### src/rtl/fp_div_pkg.sv
// Shared definitions for the FDIV.S issue/complete controller: NaN constant,
// flag bit positions, controller states and the operand class record.
package fp_div_pkg;

    localparam logic [31:0] QNAN = 32'h7FC00000;

    localparam int FLAG_NV = 4;
    localparam int FLAG_DZ = 3;
    localparam int FLAG_OF = 2;
    localparam int FLAG_UF = 1;
    localparam int FLAG_NX = 0;

    typedef enum logic [2:0] {
        S_IDLE,
        S_CLASS,
        S_ISSUE,
        S_WAIT,
        S_RESP,
        S_DRAIN
    } state_t;

    typedef struct packed {
        logic zero;
        logic inf;
        logic nan;
        logic snan;
        logic sub;
    } fpclass_t;

    function automatic logic [31:0] signed_inf(input logic s);
        return {s, 8'hFF, 23'd0};
    endfunction

    function automatic logic [31:0] signed_zero(input logic s);
        return {s, 31'd0};
    endfunction

endpackage

### src/rtl/fp_class32.sv
// Single-precision operand classifier; the sign bit is irrelevant here, so only
// the magnitude field is taken.
module fp_class32
    import fp_div_pkg::*;
(
    input  logic [30:0] mag,
    output fpclass_t    cls
);

    logic [7:0]  exp_f;
    logic [22:0] frac_f;

    assign exp_f  = mag[30:23];
    assign frac_f = mag[22:0];

    always_comb begin
        cls.zero = (exp_f == 8'h00) && (frac_f == 23'd0);
        cls.sub  = (exp_f == 8'h00) && (frac_f != 23'd0);
        cls.inf  = (exp_f == 8'hFF) && (frac_f == 23'd0);
        cls.nan  = (exp_f == 8'hFF) && (frac_f != 23'd0);
        cls.snan = (exp_f == 8'hFF) && (frac_f != 23'd0) && !frac_f[22];
    end

endmodule

### src/rtl/fp_div_ctrl.sv
// FDIV.S issue/complete controller: resolves IEEE special cases, drives the divider,
// repairs OF/UF encodings and accrues fflags. FP_DIV_CTRL_FTZ_EN flushes subnormal inputs to zero.
module fp_div_ctrl
    import fp_div_pkg::*;
#(
    parameter int TAG_W    = 5,
    parameter int WAIT_MAX = 15
) (
    input  logic             clk,
    input  logic             rst,
    input  logic             in_valid,
    output logic             in_ready,
    input  logic [31:0]      in_a,
    input  logic [31:0]      in_b,
    input  logic [TAG_W-1:0] in_tag,
    input  logic             flush,
    output logic             div_start,
    output logic [31:0]      div_a,
    output logic [31:0]      div_b,
    input  logic [31:0]      div_y,
    input  logic [4:0]       div_flags,
    input  logic             div_valid,
    output logic             out_valid,
    input  logic             out_ready,
    output logic [31:0]      out_y,
    output logic [4:0]       out_flags,
    output logic [TAG_W-1:0] out_tag,
    output logic [4:0]       fflags,
    input  logic             fflags_clr,
    output logic             busy
);

    localparam int WD_W = $clog2(WAIT_MAX + 1);

`ifdef FP_DIV_CTRL_FTZ_EN
    localparam bit FTZ = 1'b1;
`else
    localparam bit FTZ = 1'b0;
`endif

    state_t           state_q, state_d;
    logic [31:0]      a_q, a_d, b_q, b_d;
    logic [TAG_W-1:0] tag_q, tag_d;
    logic [31:0]      y_q, y_d;
    logic [4:0]       fl_q, fl_d;
    logic [4:0]       fflags_q, fflags_d;
    logic [WD_W-1:0]  wd_q, wd_d, wd_inc;

    fpclass_t ca, cb;
    logic     sgn, a_zero, b_zero, a_fin_nz, b_fin_nz;
    logic     spec_hit;
    logic [31:0] spec_y;
    logic [4:0]  spec_fl;
    logic     out_hs;

    fp_class32 u_class_a (.mag(a_q[30:0]), .cls(ca));
    fp_class32 u_class_b (.mag(b_q[30:0]), .cls(cb));

    assign sgn      = a_q[31] ^ b_q[31];
    assign a_zero   = ca.zero | (FTZ & ca.sub);
    assign b_zero   = cb.zero | (FTZ & cb.sub);
    assign a_fin_nz = !a_zero && !ca.inf && !ca.nan;
    assign b_fin_nz = !b_zero && !cb.inf && !cb.nan;
    assign wd_inc   = wd_q + WD_W'(1);

    // Special-case resolution; rule order matters, the first match wins.
    always_comb begin
        spec_hit = 1'b1;
        spec_y   = QNAN;
        spec_fl  = 5'd0;
        if (ca.nan || cb.nan) begin
            spec_fl[FLAG_NV] = ca.snan | cb.snan;
        end else if ((a_zero && b_zero) || (ca.inf && cb.inf)) begin
            spec_fl[FLAG_NV] = 1'b1;
        end else if (a_fin_nz && b_zero) begin
            spec_y           = signed_inf(sgn);
            spec_fl[FLAG_DZ] = 1'b1;
        end else if (ca.inf) begin
            spec_y = signed_inf(sgn);
        end else if (cb.inf || (a_zero && b_fin_nz)) begin
            spec_y = signed_zero(sgn);
        end else begin
            spec_hit = 1'b0;
        end
    end

    always_comb begin
        state_d = state_q;
        a_d     = a_q;
        b_d     = b_q;
        tag_d   = tag_q;
        y_d     = y_q;
        fl_d    = fl_q;
        wd_d    = wd_q;
        case (state_q)
            S_IDLE: begin
                if (in_valid) begin
                    a_d     = in_a;
                    b_d     = in_b;
                    tag_d   = in_tag;
                    state_d = S_CLASS;
                end
            end
            S_CLASS: begin
                if (flush) begin
                    state_d = S_IDLE;
                end else if (spec_hit) begin
                    y_d     = spec_y;
                    fl_d    = spec_fl;
                    state_d = S_RESP;
                end else begin
                    state_d = S_ISSUE;
                end
            end
            S_ISSUE: begin
                wd_d    = '0;
                state_d = flush ? S_IDLE : S_WAIT;
            end
            S_WAIT: begin
                if (flush) begin
                    state_d = S_DRAIN;
                end else if (div_valid) begin
                    state_d = S_RESP;
                    if (div_flags[FLAG_OF]) begin
                        y_d  = signed_inf(sgn);
                        fl_d = 5'd0;
                        fl_d[FLAG_OF] = 1'b1;
                        fl_d[FLAG_NX] = 1'b1;
                    end else if (div_flags[FLAG_UF]) begin
                        y_d  = signed_zero(sgn);
                        fl_d = 5'd0;
                        fl_d[FLAG_UF] = 1'b1;
                        fl_d[FLAG_NX] = 1'b1;
                    end else begin
                        y_d  = div_y;
                        fl_d = div_flags;
                        fl_d[FLAG_DZ] = 1'b0;
                    end
                end else if (wd_inc == WD_W'(WAIT_MAX)) begin
                    y_d     = QNAN;
                    fl_d    = 5'd0;
                    fl_d[FLAG_NV] = 1'b1;
                    state_d = S_RESP;
                end else begin
                    wd_d = wd_inc;
                end
            end
            S_RESP: begin
                if (flush || out_ready) state_d = S_IDLE;
            end
            S_DRAIN: begin
                // The abandoned op's response (or its timeout) is swallowed here.
                if (div_valid || (wd_inc == WD_W'(WAIT_MAX))) state_d = S_IDLE;
                else wd_d = wd_inc;
            end
            default: state_d = S_IDLE;
        endcase
    end

    assign out_hs = (state_q == S_RESP) && out_ready && !flush;

    always_comb begin
        fflags_d = fflags_q;
        if (out_hs && fflags_clr) fflags_d = fl_q;
        else if (out_hs)          fflags_d = fflags_q | fl_q;
        else if (fflags_clr)      fflags_d = 5'd0;
    end

    always_ff @(posedge clk) begin
        if (rst) begin
            state_q  <= S_IDLE;
            a_q      <= '0;
            b_q      <= '0;
            tag_q    <= '0;
            y_q      <= '0;
            fl_q     <= '0;
            fflags_q <= '0;
            wd_q     <= '0;
        end else begin
            state_q  <= state_d;
            a_q      <= a_d;
            b_q      <= b_d;
            tag_q    <= tag_d;
            y_q      <= y_d;
            fl_q     <= fl_d;
            fflags_q <= fflags_d;
            wd_q     <= wd_d;
        end
    end

    assign in_ready  = (state_q == S_IDLE);
    assign busy      = (state_q != S_IDLE);
    assign div_start = (state_q == S_ISSUE);
    assign out_valid = (state_q == S_RESP);
    assign div_a     = a_q;
    assign div_b     = b_q;
    assign out_y     = y_q;
    assign out_flags = fl_q;
    assign out_tag   = tag_q;
    assign fflags    = fflags_q;

endmodule

### config.mk
export PLATFORM = sky130hd
export DESIGN_NAME = fp_div_ctrl
export DESIGN_NICKNAME = d
export VERILOG_FILES = /design/src/rtl/fp_div_pkg.sv /design/src/rtl/fp_class32.sv /design/src/rtl/fp_div_ctrl.sv
export SDC_FILE = /design/constraint.sdc
export NUM_CORES = 1
export LEC_CHECK = 0
export ABC_AREA = 1
export CAP_MARGIN = 20
export CORE_MARGIN = 2
export CORE_UTILIZATION = 45
export DETAILED_ROUTE_END_ITERATION = 8
export PLACE_DENSITY = 0.86
export SETUP_SLACK_MARGIN = 0.2
export SLEW_MARGIN = 0
export SYNTH_ARGS = -nofsm -noshare
export SYNTH_HDL_FRONTEND = slang
export SYNTH_SLANG_ARGS = --single-unit
### constraint.sdc
create_clock -name clk -period 3.83 [get_ports clk]
set_input_delay 0.766 -clock clk [delete_from_list [all_inputs] [get_ports clk]]
set_output_delay 0.766 -clock clk [all_outputs]
set_load 0.1 [all_outputs]
Word level (Yosys, flattened, before mapping)
Cells that the tools add are included.
{"block": "word_totals", "regBits": 118, "latch_bits": 0, "ramBits": 0, "mem_bits_ro": 0, "elab_cells": 128, "memories": 0}
{"block": "classes", "add_sub_neg": 1, "n_mul": 0, "div_mod_pow": 0, "order_cmp": 0, "eq_ne": 19, "n_shift": 0, "mux": 49, "bitwise": 3, "reduce_logical": 48}
{"op": "32-bit 2-to-1 mux", "n": 12}
{"op": "32-bit one-hot mux with 2 select lines", "n": 1}
{"op": "5-bit 2-to-1 mux", "n": 10}
{"op": "23-bit logical NOT", "n": 2}
{"op": "23-bit nonzero test", "n": 2}
{"op": "3-bit 2-to-1 mux", "n": 8}
{"op": "1-bit logical AND", "n": 19}
{"op": "3-bit one-hot mux with 6 select lines", "n": 1}
{"op": "8-bit equality test, second input constant", "n": 2}
{"op": "8-bit logical NOT", "n": 2}
{"op": "4-bit 2-to-1 mux", "n": 4}
{"op": "2-bit inequality test, second input constant", "n": 8}
{"op": "4-bit one-hot mux with 3 select lines", "n": 1}
{"op": "1-bit 2-to-1 mux", "n": 10}
{"op": "5-bit one-hot mux with 2 select lines", "n": 1}
{"op": "5-bit AND reduction", "n": 2}
{"op": "1-bit logical NOT", "n": 9}
{"op": "3-bit nonzero test", "n": 3}
{"op": "3-bit by 2-bit equality test with 1-bit output, second input constant", "n": 2}
{"op": "3-bit equality test, second input constant", "n": 2}
{"op": "1-bit logical OR", "n": 5}
{"op": "5-bit bitwise OR", "n": 1}
{"op": "4-bit by 1-bit adder with 4-bit output, second input constant", "n": 1}
{"op": "4-bit equality test, second input constant", "n": 1}
{"op": "11 further kinds", "n": 11}

Depth between registers and ports, before layout
{"block": "logic_depth", "word_depth": 15, "depth_mapped": 15}

By module
Synthesis repeated with hierarchy kept, for this count alone.
{"block": "hier_totals", "hier_cells": 790, "hier_area_um2": 5342.6}
{"module": "fp_div_ctrl", "instances": 1, "cells_each": 712, "area_per_inst_um2": 5017.3, "seq_area_each_um2": 2362.3}
{"module": "fp_class32", "instances": 2, "cells_each": 39, "area_per_inst_um2": 162.7, "seq_area_each_um2": 0.0}

Worst setup path after synthesis
OpenSTA, ideal clock, no wires.
{"block": "synth_timing", "path_type": "reg2reg", "start": "register state_q[2]", "end": "register fflags_q[0], in the netlist fflags[0]", "setup_ns": 0.065, "arrival_ns": 3.402, "path_slack_ns": 0.363, "path_stages_with_launch": 7, "synth_period_minus_slack_ns": 3.467, "path_cell_list": "dfxtp_1 -> inv_1 -> nor3_1 -> nand3_1 -> o22ai_1 -> inv_1 -> nor2_1"}
{"block": "synth_between", "elab_chain_len": 5, "word_cells_on_any_way": 7, "cone_classes": "eq/ne (1); mux (2); reduce/logical (4)"}
{"element": "start, declared", "line_no": "fp_div_ctrl.sv:41", "source": "state_t state_q, state_d;"}
{"element": "start signal, assigned", "line_no": "fp_div_ctrl.sv:180", "source": "state_q <= state_d;"}
{"element": "3-bit equality test *"}
{"element": "named net out_valid", "line_no": "fp_div_ctrl.sv:23", "source": "output logic out_valid,"}
{"element": "1-bit logical AND * (2 in series)", "line_no": "fp_div_ctrl.sv:160", "source": "assign out_hs = (state_q == S_RESP) && out_ready && !flush;"}
{"element": "5-bit 2-to-1 mux or 1-bit logical AND (tied branches)", "line_no": "fp_div_ctrl.sv:165, fp_div_ctrl.sv:164"}
{"element": "5-bit 2-to-1 mux or 3-bit nonzero test (tied branches)"}
{"element": "end signal, assigned", "line_no": "fp_div_ctrl.sv:186", "source": "fflags_q <= fflags_d;"}
{"element": "end, declared", "line_no": "fp_div_ctrl.sv:46", "source": "logic [4:0] fflags_q, fflags_d;"}
The timed path passes the listed nets; every way through them passes the cells marked *.
A chain may end at the register's enable or synchronous reset.

Final worst setup path
{"block": "layout_timing", "start": "register b_q[23], in the netlist div_b[23]", "end": "output div_b[23]"}
{"element": "start, declared", "line_no": "fp_div_ctrl.sv:42", "source": "logic [31:0] a_q, a_d, b_q, b_d;"}
{"element": "start signal, assigned", "line_no": "fp_div_ctrl.sv:173", "source": "b_q <= '0;"}
{"element": "start signal, assigned", "line_no": "fp_div_ctrl.sv:182", "source": "b_q <= b_d;"}
{"element": "end, declared", "line_no": "fp_div_ctrl.sv:19", "source": "output logic [31:0] div_b,"}
No word-level cell between the ends.

==> flow_metrics.tcl <==
set metrics [dict create \
    cts_tree "yes" \
    hold_buffers 0 \
    nFillCells 997 \
    maxSlewHeadroom_pct 29.4 \
    tightest_slew_ns 1.06 \
    place.detailed.hpwl_um 11900 \
    first_global_vias 5794 \
    worstPathRequired_ns 3.06 \
    cp_slowest_cell "clkdlybuf4s50_1" \
    max_clock_freq_mhz 359 \
    grt_start_max_net_pins 76 \
    die_h_um 115 \
    syn_to_final_growth_pct 50.7 \
    crit_arrival_ns 2.02 \
    async_reset_ff_share_pct 0 \
    yosys_register_bits 118 \
    track_usage_pct 26.0 \
    ys_seq_area_share_pct 42.5 \
    yosysWarnings 0 \
    reg2reg_depth 13 \
    drt-wirelength-per-cell_um 14.1 \
    critPathMaxFanout 4 \
    antenna_left 0 \
    cts_max_path_buffers 2 \
    initial_core_util_pct 46.3 \
    rrSetupSlack_ns 1.28 \
    cts_resized 0 \
    rows 40 \
    die_w_um 115 \
    cp_top_family "buffers and inverters" \
    min_period_over_period_pct 72.7 \
    multiInputGateArea_um2 2530 \
    critPathKind "reg -> out" \
    pin_count 228 \
    fin_tns_setup_ns 0 \
    numClockSinks 118 \
    seqCellArea_um2 2360 \
    gr-total-overflow 0 \
    finalSetupViolations 0 \
    syn_inst 845 \
    synthFlopType "dfxtp_1" \
    synth_cell_type_count 26 \
    cp-start-kind "flop" \
    syn_nets 960 \
    grt_pass1_wl_um 27000 \
    synth_edf_count 0 \
    postRouteWirelength_um 17000 \
    gp_congestion 0.862 \
    worst-path-buf-inv 1 \
    drt_iter0_markers 407 \
    max_cap_violations 0 \
    dr.pass1.iters 5 \
    post-cts-setup-buffers 0 \
    viasPerCell 5.00 \
    crit_end "div_b[23]" \
    syn-cell-area_um2 5560 \
    post-route-min-period_ns 2.78 \
    cellPowerDensity_nw_per_um2 498 \
    r2r-start "div_b[20]" \
    htree_levels 4 \
    crit_chain "clkdlybuf4s50_1" \
    dieArea_um2 13300 \
    cts.reportedPaths.clkPinSlew_ns 0.05 \
    final_nets 1164 \
    port_buffers 226 \
    p_leak_nw 3.52 \
    antenna_found_initial 0 \
    fin_skew_ns 0.00746 \
    critPathMaxStageDelay_ns 1.18 \
    drc 0 \
    drive_gt1_share_pct 6.78 \
    synth.avg_cell_area_um2 6.57 \
    root_buffer "clkbuf_16" \
    clock_latency_ns 0.42 \
    rr_endpoint "out_y[13]" \
    cp.depth 1 \
    cp-startpoint "div_b[23]" \
    drv_slew 0 \
    diodes 0 \
    rsz0062_at_grt "no" \
    vias 6041 \
    fin_hold_ws_ns 0.460 \
    status "complete, no violations" \
    vdd_drop_max_mv 0.404 \
    hold_viol_final 0 \
    hold_class "reg -> reg" \
    fp.coreArea_um2 12000 \
    numCtsBuffers 17 \
    end_kind "output pin" \
]
[area by class of cell]
type                       count  area share (%)
timing repair buffer         233            27.4
clock inverter                10            1.23
multi-input combinational    567            30.3
clock buffer                  22            5.66
sequential                   118            28.2
tap                          147            2.20
inverter                     112            5.02
[state kept, by name, summed over array words and instances (netlist names)]
signal and flops:
div_a 32, div_b 32, fflags 5, out_flags 5
out_tag 5, out_y 32, state_q 3, wd_q 4
[cell usage in the layout, fill, tap and decap left out, types with 3 or more instances in the layout]
master / n
nand4_1: 27
nor2_1: 115
inv_2: 13
nor3_1: 4
clkbuf_16: 17
clkinv_2: 7
inv_1: 97
dfxtp_1: 118
o21ai_0: 20
nand3_1: 77
a21oi_1: 78
clkbuf_8: 3
o22ai_1: 5
buf_4: 11
nand2_1: 220
nor2_2: 9
clkdlybuf4s50_1: 220
[synthesized netlist by cell type, types with 3 or more instances]
master | count | share of area (%)
o21ai_0 | 20 | 1.8
o22ai_1 | 5 | 0.56
nor2_1 | 115 | 7.8
buf_2 | 4 | 0.36
nand2_1 | 221 | 15
dfxtp_1 | 118 | 43
buf_4 | 3 | 0.41
nor2_2 | 9 | 1.0
a21oi_1 | 78 | 7.0
nand4_1 | 27 | 3.0
nor3_1 | 4 | 0.36
inv_1 | 98 | 6.6
inv_2 | 12 | 0.81
clkbuf_1 | 34 | 2.3
nand3_1 | 77 | 6.9
buf_6 | 6 | 1.2
[metrics by stage]
stage               total power [mW]  utilization (%)  instances  cell area, um^2  setup WS, ns
finish                          4.17             69.7       1209             8370          1.05
floorplan                       2.28                -        845             5560         0.363
detailed placement              2.64             64.9       1177             7790          1.10
CTS                             4.19             69.7       1209             8370          1.01
global route                    4.32             69.7       1209             8370         0.950
global placement                2.63             64.9       1177             7790          1.11
[logic make-up (layout without fill, tap and decap cells)]
family	after synthesis	count (layout)	share of synthesized area [%]
buffers and inverters	160	377	11.9
XOR/XNOR	3	3	0.473
flip-flops	118	118	42.5
adder cells (fa/ha/maj)	2	2	0.450
AND/OR/NAND/NOR	459	459	35.2
AO/OA/AOI/OAI	103	103	9.39
[power breakdown]
part / internal (mW) / switching [mW] / total [mW]
Combinational: 0.337 / 0.911 / 1.25
Sequential: 1.31 / 0.0606 / 1.37
Clock: 0.999 / 0.554 / 1.55
Total: 2.64 / 1.53 / 4.17
[metal layers]
metal / up-vias / routed length [um] / track usage, %
met1: 2688 / 6700 / 28.9
met3: 40 / 1750 / 10.8
met2: 249 / 8050 / 43.0
met5: - / 0 / 0
met4: 0 / 526 / 12.5
li1: 3064 / - / -
[worst min-delay path by stage]
stage / to / from / depth (start not counted)
6_report: out_tag[0] / out_tag[0] / 2
3_3_place_gp: out_tag[0] / out_tag[0] / 2
3_5_place_dp: out_tag[0] / out_tag[0] / 2
4_1_cts: out_tag[0] / out_tag[0] / 2
2_1_floorplan: wd_q[3] / wd_q[3] / 2
5_1_grt: out_tag[0] / out_tag[0] / 2
(Power assumes the default switching activity.)
